===== src/rtl/serial_arb_pkg.sv =====
// serial_arb_pkg: shared FSM state encoding and byte width for the serial_tx arbiter
package serial_arb_pkg;
  localparam int BYTE_W = 8;
  typedef enum logic [1:0] {
    S_IDLE   = 2'd0,
    S_LAUNCH = 2'd1,
    S_WAIT   = 2'd2
  } state_t;
endpackage


===== src/rtl/rr_picker.sv =====
// rr_picker: combinational round-robin selector, first set request after last_i (cyclic)
//  req_i  in  NUM_REQ  request vector
//  last_i in  IW       index granted most recently
//  pick_o out NUM_REQ  one-hot winner
//  idx_o  out IW       winner index
//  any_o  out 1        at least one request set
module rr_picker #(
  parameter  int NUM_REQ = 2,
  localparam int IW      = (NUM_REQ > 1) ? $clog2(NUM_REQ) : 1
) (
  input  logic [NUM_REQ-1:0] req_i,
  input  logic [IW-1:0]      last_i,
  output logic [NUM_REQ-1:0] pick_o,
  output logic [IW-1:0]      idx_o,
  output logic               any_o
);
  logic [IW-1:0] j;
  // Scan from farthest to nearest so the nearest requester after last_i wins.
  always_comb begin
    pick_o = '0;
    idx_o  = '0;
    any_o  = 1'b0;
    j      = '0;
    for (int k = NUM_REQ; k >= 1; k--) begin
      j = IW'((int'(last_i) + k) % NUM_REQ);
      if (req_i[j]) begin
        pick_o    = '0;
        pick_o[j] = 1'b1;
        idx_o     = j;
        any_o     = 1'b1;
      end
    end
  end
endmodule


===== src/rtl/serial_tx_arbiter.sv =====
// serial_tx_arbiter: packet-granular round-robin sharing of one serial_tx among NUM_REQ byte streams
//  i_Clock/i_Reset                        clock, async active-high reset
//  i_Req_Valid/i_Req_Byte/i_Req_Last      per-requester byte stream (byte r at [8r+:8])
//  o_Req_Ready                            one-cycle consume strobe to the grant holder
//  o_Grant                                one-hot owner, zero when idle
//  o_Tx_DV/o_Tx_Byte, i_Tx_Done           serial_tx launch and completion handshake
//  o_Busy, o_Timeout                      grant held; one-cycle forced-release pulse
module serial_tx_arbiter
  import serial_arb_pkg::*;
#(
  parameter  int NUM_REQ        = 2,
  parameter  int TIMEOUT_CYCLES = 48000,
  localparam int IW             = (NUM_REQ > 1) ? $clog2(NUM_REQ) : 1,
  localparam int CW             = (TIMEOUT_CYCLES > 0) ? $clog2(TIMEOUT_CYCLES + 1) : 1
) (
  input  logic                      i_Clock,
  input  logic                      i_Reset,
  input  logic [NUM_REQ-1:0]        i_Req_Valid,
  input  logic [BYTE_W*NUM_REQ-1:0] i_Req_Byte,
  input  logic [NUM_REQ-1:0]        i_Req_Last,
  output logic [NUM_REQ-1:0]        o_Req_Ready,
  output logic [NUM_REQ-1:0]        o_Grant,
  output logic                      o_Tx_DV,
  output logic [BYTE_W-1:0]         o_Tx_Byte,
  input  logic                      i_Tx_Done,
  output logic                      o_Busy,
  output logic                      o_Timeout
);
  state_t              state_q;
  logic [NUM_REQ-1:0]  grant_q, ready_q, pick;
  logic [IW-1:0]       idx_q, last_q, pick_idx;
  logic                pick_any, pkt_last_q, tx_dv_q, busy_q, timeout_q, expire;
  logic [BYTE_W-1:0]   tx_byte_q;
  logic [CW-1:0]       cnt_q, cnt_d;

  rr_picker #(.NUM_REQ(NUM_REQ)) u_pick (
    .req_i (i_Req_Valid),
    .last_i(last_q),
    .pick_o(pick),
    .idx_o (pick_idx),
    .any_o (pick_any)
  );

  assign cnt_d  = (cnt_q == {CW{1'b1}}) ? cnt_q : cnt_q + 1'b1;
  assign expire = (TIMEOUT_CYCLES != 0) && (cnt_d == CW'(TIMEOUT_CYCLES));

  always_ff @(posedge i_Clock or posedge i_Reset) begin
    if (i_Reset) begin
      state_q    <= S_IDLE;
      grant_q    <= '0;
      idx_q      <= '0;
      last_q     <= IW'(NUM_REQ - 1);
      pkt_last_q <= 1'b0;
      cnt_q      <= '0;
      tx_dv_q    <= 1'b0;
      tx_byte_q  <= '0;
      ready_q    <= '0;
      busy_q     <= 1'b0;
      timeout_q  <= 1'b0;
    end else begin
      tx_dv_q   <= 1'b0;
      ready_q   <= '0;
      timeout_q <= 1'b0;
      case (state_q)
        S_IDLE: if (pick_any) begin
          grant_q <= pick;
          idx_q   <= pick_idx;
          busy_q  <= 1'b1;
          cnt_q   <= '0;
          state_q <= S_LAUNCH;
        end
        S_LAUNCH: if (i_Req_Valid[idx_q]) begin
          tx_dv_q    <= 1'b1;
          tx_byte_q  <= i_Req_Byte[BYTE_W*idx_q +: BYTE_W];
          ready_q    <= grant_q;
          pkt_last_q <= i_Req_Last[idx_q];
          cnt_q      <= '0;
          state_q    <= S_WAIT;
        end else if (expire) begin
          // Releasing with last_q = idx_q puts the stalled requester behind everyone else.
          timeout_q <= 1'b1;
          grant_q   <= '0;
          busy_q    <= 1'b0;
          last_q    <= idx_q;
          cnt_q     <= '0;
          state_q   <= S_IDLE;
        end else begin
          cnt_q <= cnt_d;
        end
        S_WAIT: if (i_Tx_Done) begin
          if (pkt_last_q) begin
            grant_q <= '0;
            busy_q  <= 1'b0;
            last_q  <= idx_q;
            state_q <= S_IDLE;
          end else begin
            state_q <= S_LAUNCH;
          end
        end
        default: state_q <= S_IDLE;
      endcase
    end
  end

  assign o_Req_Ready = ready_q;
  assign o_Grant     = grant_q;
  assign o_Tx_DV     = tx_dv_q;
  assign o_Tx_Byte   = tx_byte_q;
  assign o_Busy      = busy_q;
  assign o_Timeout   = timeout_q;
endmodule


===== config.mk =====
export PLATFORM = sky130hd
export DESIGN_NAME = serial_tx_arbiter
export DESIGN_NICKNAME = d
export VERILOG_FILES = /design/src/rtl/serial_arb_pkg.sv /design/src/rtl/rr_picker.sv /design/src/rtl/serial_tx_arbiter.sv
export SDC_FILE = /design/constraint.sdc
export NUM_CORES = 1
export LEC_CHECK = 0
export ABC_AREA = 1
export BUFFER_PORTS_ARGS = -buffer_cell sky130_fd_sc_hd__buf_4
export CAP_MARGIN = 20
export CORE_MARGIN = 2
export CORE_UTILIZATION = 46
export CTS_BUF_LIST = sky130_fd_sc_hd__clkbuf_8
export CTS_CLUSTER_DIAMETER = 120
export CTS_CLUSTER_SIZE = 20
export DETAILED_ROUTE_END_ITERATION = 12
export GPL_ROUTABILITY_DRIVEN = 0
export GPL_TIMING_DRIVEN = 0
export PLACE_DENSITY_LB_ADDON = 0.1
export SYNTH_ARGS = -nofsm -noshare
export SYNTH_HDL_FRONTEND = slang
export SYNTH_SLANG_ARGS = --single-unit

===== constraint.sdc =====
create_clock -name i_Clock -period 2.38 [get_ports i_Clock]
set_input_delay 0.476 -clock i_Clock [delete_from_list [all_inputs] [get_ports i_Clock]]
set_output_delay 0.476 -clock i_Clock [all_outputs]
set_load 0.005 [all_outputs]

==> results by group, run 1 <==
Synthesis
  • Post-synthesis cell count: 328
  • Predominant post-synthesis flop cell: dfrtp_1
  • Post-synth EDFFs: 0
  • Post-synth top area share: 37.8%
  • Most common cell in the netlist: nand2_1
  • Yosys reg bits: 36
  • Post-Synthesis Cell Area: 2320 µm²
  • Cell variety after synth: 28
  • Synth warn: 0
  • Syn Area/Cell: approximately 7.1 µm²
  • Post-synth top cells: nand2_1 (83), inv_1 (46), nor2_1 (37), dfrtp_1 (35), o21ai_0 (29)
  • Async SR Flop Fraction: 100%
  • Syn_nets: 356
  • Register area share after synthesis: 38.9%
  • Area contributors post-synth: dfrtp_1 (38%), nand2_1 (13%), inv_1 (7.4%)
  • Post-synth top area cell: dfrtp_1

Drt
  • Antenna Nets Post-Route: 0
  • DR pass1 iterations: 4
  • DRT iter0 DRCs: 114
  • Routed len/inst: about 13 µm
  • Via count: 2233
  • Detailed-route wire length: 5610 µm
  • Routed vias/inst: around 5.1
  • DRC Markers: 0

Cells and area
  • Final cell count without fillers: 439
  • Inserted Diodes: 0
  • Area Growth Syn to Fin: 20.1%
  • Share of layout cells above drive strength 1: about a fifth
  • Layout Nets: 400

STA
  • Slew headroom: between 40% and 50%
  • RSZ-0062 raised after global routing: false
  • Hold Slack: 0.320 ns
  • Final WS setup: 0.235 ns
  • Setup TNS: 0 ns
  • Setup-failing EPs final: 0
  • F_max: roughly 470 MHz
  • Share of the clock period used by the worst path: 90.1%
  • Final Hold Fails: 0
  • Worst Max-Slew Pin Slew: 0.753 ns
  • Min Tclk post-route: 2.15 ns
  • Skew final: 0.00798 ns
  • Max-slew violation count: 0

Die
  • Area of the core: 4790 µm²
  • Core Rows: 25
  • Die Wd: 75.0 µm
  • Die ar.: between 5000 and 6000 µm²
  • I/O Pins: 38
  • Die height: roughly 75 µm
  • Initial core utilization: 48.4%

Critical path
  • Slowest stage cell, crit path: dfrtp_1
  • R2r setup slk: 0.23 ns
  • WP buf/inv: 0
  • FF-to-FF path depth: 11
  • Most used cell, CP: nand2_1
  • Critical path cell sequence: nand3_1, nor2_2, nand4_1, nand3_2, nand2_1, nor2_1, nand3_1, nand2_2, nand3_2, nand2_1, nand2_1
  • Beginning of the critical path: cnt_q[2]
  • CP Class: register to register
  • CP arrival: between 2 and 2.5 ns
  • Slowest stage delay, CP: roughly 0.46 ns
  • Largest delay contributor family on the critical path: simple AND/OR/NAND/NOR gates
  • Max Fanout on Critical Path: 6
  • Levels on crit path: 11
  • Critical Path RT: about 2.6 ns
  • Startpoint types: register
  • Worst Setup EP: o_Grant[1]
  • Worst r2r dst: o_Grant[1]
  • CP endpoint kind: register
  • Worst reg2reg startpoint: cnt_q[2]

Global routing
  • Grt ovf: 0
  • Global-route wire length before repair: roughly 9500 µm
  • Largest net degree at the start of global routing: 37
  • Gr usage total: 22.6%
  • Vias in the first global route: 2169
  • Antenna violations before repair: 0

Status
  • Status: complete, no violations

Clocking
  • Clock transition at path regs: ~0.08 ns
  • Clk Latency, worst-skew pair: about 0.29 ns
  • Clock Tree Root: clkbuf_8
  • Num CTS Buffers: 5
  • H-tree depth: 2
  • CTS tree: yes
  • # clock sinks: 36
  • CTS max path bufs: 2

Placed design
  • Dpl hpwl: 4260 µm
  • Port buffer count: 37
  • Pre-CTS setup slack: 0.119 ns
  • Cell count after placement: 432

Power and ir drop
  • Pwr Density: between 800 and 900 nW/µm²
  • Max VDD drop: roughly 0.00048 V
  • Leak pwr: between 1 and 1.5 nW

Min path
  • Hold Crit Class: input port to asynchronous set/reset pin

Job
  • Max Cap Viol: 0
[placed cells by master (no fill, tap or decap), drive strengths merged]
master,count
nor3b,1
o211ai,1
ha,5
clkinv,1
xor2,3
o22ai,5
dfstp,1
nand3,24
nor2,44
o21bai,7
buf,37
clkbuf,10
a21oi,3
or2,1
nor3,4
o21ai,30
inv,49
and2,1
dfrtp,35
nand4,18
nand2,92
[layer usage]
metal | share of wire (%) | GRT usage [%] | routed length [µm]
met1 | 45 | 27.1 | 2540
met2 | 47 | 38.6 | 2660
met3 | 4.5 | 4.55 | 251
met4 | 2.8 | 11.1 | 158
met5 | 0 | 0 | 0
[report_power, final]
part	leakage [nW]	switching [mW]	total (mW)	internal [mW]
Sequential	0.473	0.104	0.877	0.773
Combinational	0.862	0.626	1.02	0.392
Clock	0.0452	0.220	0.415	0.195
[registers in the layout, indices dropped and copies added (netlist names)]
register	cells
o_Busy	1
idx_q	1
o_Timeout	1
pkt_last_q	1
cnt_q	16
o_Req_Ready	2
o_Tx_Byte	8
state_q	2
last_q	1
o_Grant	2
o_Tx_DV	1
[cells by family after synthesis]
group	after synthesis	synth area share [%]
adders and majority gates	5	2.70
DFF	36	38.9
AOI/OAI and AO/OA	46	11.1
xor gates and xnor gates	3	1.13
buffers and inverters	53	8.58
and+or+nand+nor	185	37.6
[final cells by class]
type	count	area, µm²
Inverter	48	180
Timing Repair Buffer	37	278
Clock buffer	5	68.8
Multi-Input combinational cell	239	1240
Tap cell	67	83.8
Sequential cell	36	903
Fill cell	465	2000
Buffer	5	18.8
Clock inverter	2	8.76
[worst min-delay path by stage]
| stage | endpoint | slack [ns] | cells past startpoint |
|---|---|---|---|
| 2_1_floorplan | last_q | 0.45 | 2 |
| 3_3_place_gp | o_Busy | 0.47 | 2 |
| 3_5_place_dp | o_Busy | 0.47 | 2 |
| 4_1_cts | cnt_q[10] | 0.36 | 2 |
| 5_1_grt | o_Tx_Byte[3] | 0.40 | 2 |
| 6_report | o_Tx_Byte[3] | 0.32 | 2 |
[repair_timing]
| item | in CTS | in global routing |
|---|---|---|
| resized for setup | 0 | 8 |
| buffers inserted | 0 | 0 |
| endpoints found under the setup margin | 0 | 24 |
| hold buffers | 0 | 0 |
[per-stage QoR]
stage                     area, µm²  utilization, %  power [mW]
final                          2790            58.2        2.31
after global routing           2790            58.2        2.50
after CTS                      2760            57.6        2.31
after detailed placement       2680            56.0        1.89
after global placement         2680            56.0        1.88
after floorplan                2320               -        1.51
No activity file was read; power rests on OpenSTA's default activity.
==> inputs of run 2 (changes only) <==
- CORE_UTILIZATION: 46 -> 58
==> run 2 against run 1 <==
Cell count shrank 3.9%. First-iteration DRC count grew 57%. Non-clock buffer count up 1. Maximum frequency is 1.5% lower. Sequential power is essentially flat. Sequential share of layout area shrank 0.12 points.
==> results by group, run 2 (synthesized netlist as in run 1, its figures left out) <==
Critical path
  • Max Fanout on Critical Path: 10 (+4)
  • Critical Path RT: 2.53 ns (-0.03 ns)
  • CP endpoint kind: register
  • Startpoint types: register
  • Worst r2r dst: cnt_q[8]
  • Most used cell, CP: inv_1
  • R2r setup slk: 0.20 ns (-0.03 ns)
  • Largest delay contributor family on the critical path: buffers and inverters
  • WP buf/inv: 3 (+3)
  • Slowest stage delay, CP: 0.42 ns (-0.04 ns)
  • Worst reg2reg startpoint: state_q[0]
  • CP Class: register to register
  • Slowest stage cell, crit path: dfrtp_1
  • Beginning of the critical path: state_q[0]
  • Critical path cell sequence: inv_1, ha_1, inv_1, or2_2, o21ai_1, clkbuf_1, o21ai_0
  • CP arrival: 2.33 ns (about the same)
  • Levels on crit path: 7 (-4)
  • Worst Setup EP: cnt_q[8]
  • FF-to-FF path depth: 7 (-4)

Global routing
  • Gr usage total: 28.3% (+5.7 points)
  • Grt ovf: 0 (unchanged)
  • Antenna violations before repair: 0 (unchanged)
  • Global-route wire length before repair: 9710 µm (+2.3%)
  • Vias in the first global route: 2185 (+0.74%)
  • Largest net degree at the start of global routing: 25 (-32%)

Cells and area
  • Inserted Diodes: 0 (unchanged)
  • Layout Nets: 401 (+0.25%)
  • Most common cell after layout, fill and taps aside: nand2_1
  • Share of layout cells above drive strength 1: 19.0% (-0.37 points)
  • Commonest cells after routing, fill and taps aside: nand2_1 (83), inv_1 (48), buf_4 (37)
  • Post-layout util: 74.7% (+16 points)
  • Fillers: 309 (-34%)
  • Max FFs per register: 16 (unchanged)
  • Top reg by flops: cnt_q
  • Area Growth Syn to Fin: 20.6%

Drt
  • DRC Markers: 0 (unchanged)
  • Routed vias/inst: 5.43 (+6.8%)
  • Antenna Nets Post-Route: 0 (unchanged)
  • Detailed-route wire length: 5610 µm (about the same)
  • DR pass1 iterations: 4 (unchanged)
  • Routed len/inst: 13.3 µm (+4.0%)
  • DRT iter0 DRCs: 179 (+57%)
  • Via count: 2293 (+2.7%)

Clocking
  • CTS tree: yes
  • # clock sinks: 36 (unchanged)
  • H-tree depth: 2 (unchanged)
  • Clock transition at path regs: 0.07 ns (about the same)
  • Post-CTS setup buffer count: 0 (unchanged)
  • Num CTS Buffers: 5 (unchanged)
  • Clk Latency, worst-skew pair: 0.29 ns (about the same)
  • Clock Tree Root: clkbuf_8
  • CTS max path bufs: 2 (unchanged)

STA
  • Min Tclk post-route: 2.18 ns (+0.0320 ns)
  • Share of the clock period used by the worst path: 91.5% (+1.3 points)
  • Slew headroom: 56.2% (+6.5 points)
  • Hold Slack: 0.266 ns (-0.0538 ns)
  • Max-slew violation count: 0 (unchanged)
  • F_max: 459 MHz (-1.5%)
  • Worst Max-Slew Pin Slew: 0.653 ns (-0.101 ns)
  • RSZ-0062 raised after global routing: false
  • Skew final: 0.00438 ns (-0.00360 ns)
  • Final Hold Fails: 0 (unchanged)
  • Setup-failing EPs final: 0 (unchanged)
  • Setup TNS: 0 ns (unchanged)

Power and ir drop
  • Gate power share: 44.1% (about the same)
  • Leak pwr: 1.40 nW (+1.2%)
  • Seq pwr share: 37.2% (-0.8 points)
  • Clock network power share: 18.7% (+0.7 points)
  • Total power draw: 2.36 mW (+2.0%)
  • Max VDD drop: 0.000653 V (+37%)
  • Pwr Density: 843 nW/µm² (+1.6%)
  • Switching share of power: 40.7% (-0.47 points)
  • NetSw: 958 µW (+0.79%)
  • Pint: 1.40 mW (+2.8%)

Die
  • I/O Pins: 38 (unchanged)
  • Core Rows: 22 (-12%)
  • Die height: 67.2 µm (-10%)
  • Die Wd: 67.2 µm (-10%)
  • Area of the core: 3740 µm² (-22%)
  • Die ar.: 4520 µm² (-20%)
  • Initial core utilization: 61.9% (+13 points)

Placed design
  • Port buffer count: 37 (unchanged)
  • Dpl hpwl: 4320 µm (+1.4%)

Status
  • Status: complete, no violations

Job
  • Max Cap Viol: 0 (unchanged)

Min path
  • Hold Crit Class: input port to asynchronous set/reset pin
## run 2: worst reg2reg max path, stage by stage, from the launching register on
cell	delay [ns]
dfrtp_1	0.42
inv_1	0.10
ha_1	0.21
inv_1	0.08
or2_2	0.31
o21ai_1	0.36
clkbuf_1	0.43
o21ai_0	0.15
## run 2: layout make-up
| cell class | count | area [µm²] | share of cell area, % |
|---|---|---|---|
| Timing Repair Buffer | 38 | 305 | 10.9 |
| Multi-Input combinational cell | 239 | 1240 | 44.2 |
| Tap cell | 48 | 60.1 | 2.15 |
| Sequential cell | 36 | 903 | 32.3 |
| Clock inverter | 2 | 7.51 | 0.269 |
| Inverter | 48 | 180 | 6.45 |
| Buffer | 5 | 20.0 | 0.716 |
| Clock buffer | 6 | 82.6 | 2.95 |
## run 2: worst min path at each step
stage / start / endpoint / cells past startpoint
2_1_floorplan: last_q / last_q / 2
3_3_place_gp: o_Busy / o_Busy / 2
3_5_place_dp: o_Busy / o_Busy / 2
4_1_cts: i_Reset / o_Tx_Byte[1] / 2
5_1_grt: i_Reset / cnt_q[12] / 2
6_report: i_Reset / o_Tx_Byte[1] / 2
## run 2: power groups by stage
stage / logic, mW / clock network (mW) / registers, mW
after floorplan: 0.639 / 0 / 0.870
after global placement: 0.988 / 0 / 0.874
after detailed placement: 1.03 / 0 / 0.876
after CTS: 1.04 / 0.453 / 0.867
after global routing: 1.19 / 0.480 / 0.895
final: 1.04 / 0.441 / 0.876
## run 2: repair_timing
item,in CTS,in global routing
setup endpoints to repair,0,21
resized for setup,0,8
hold buffers,0,0
## run 2: through the flow
step | setup WS (ns) | instance area [µm²] | instances
after CTS | 0.104 | 2770 | 422
after global placement | 0.180 | 2660 | 413
after detailed placement | 0.125 | 2680 | 414
final | 0.203 | 2800 | 422
after floorplan | 0.472 | 2320 | 328
after global routing | 0.0273 | 2800 | 422
## run 2: per-layer routing
layer | GRT usage (%) | share of wire, % | up-vias
li1 | - | - | 1149
met1 | 35.1 | 44 | 1065
met2 | 49.0 | 50 | 64
met3 | 5.83 | 4.1 | 15
met4 | 9.69 | 2.3 | 0
met5 | 0 | 0 | -
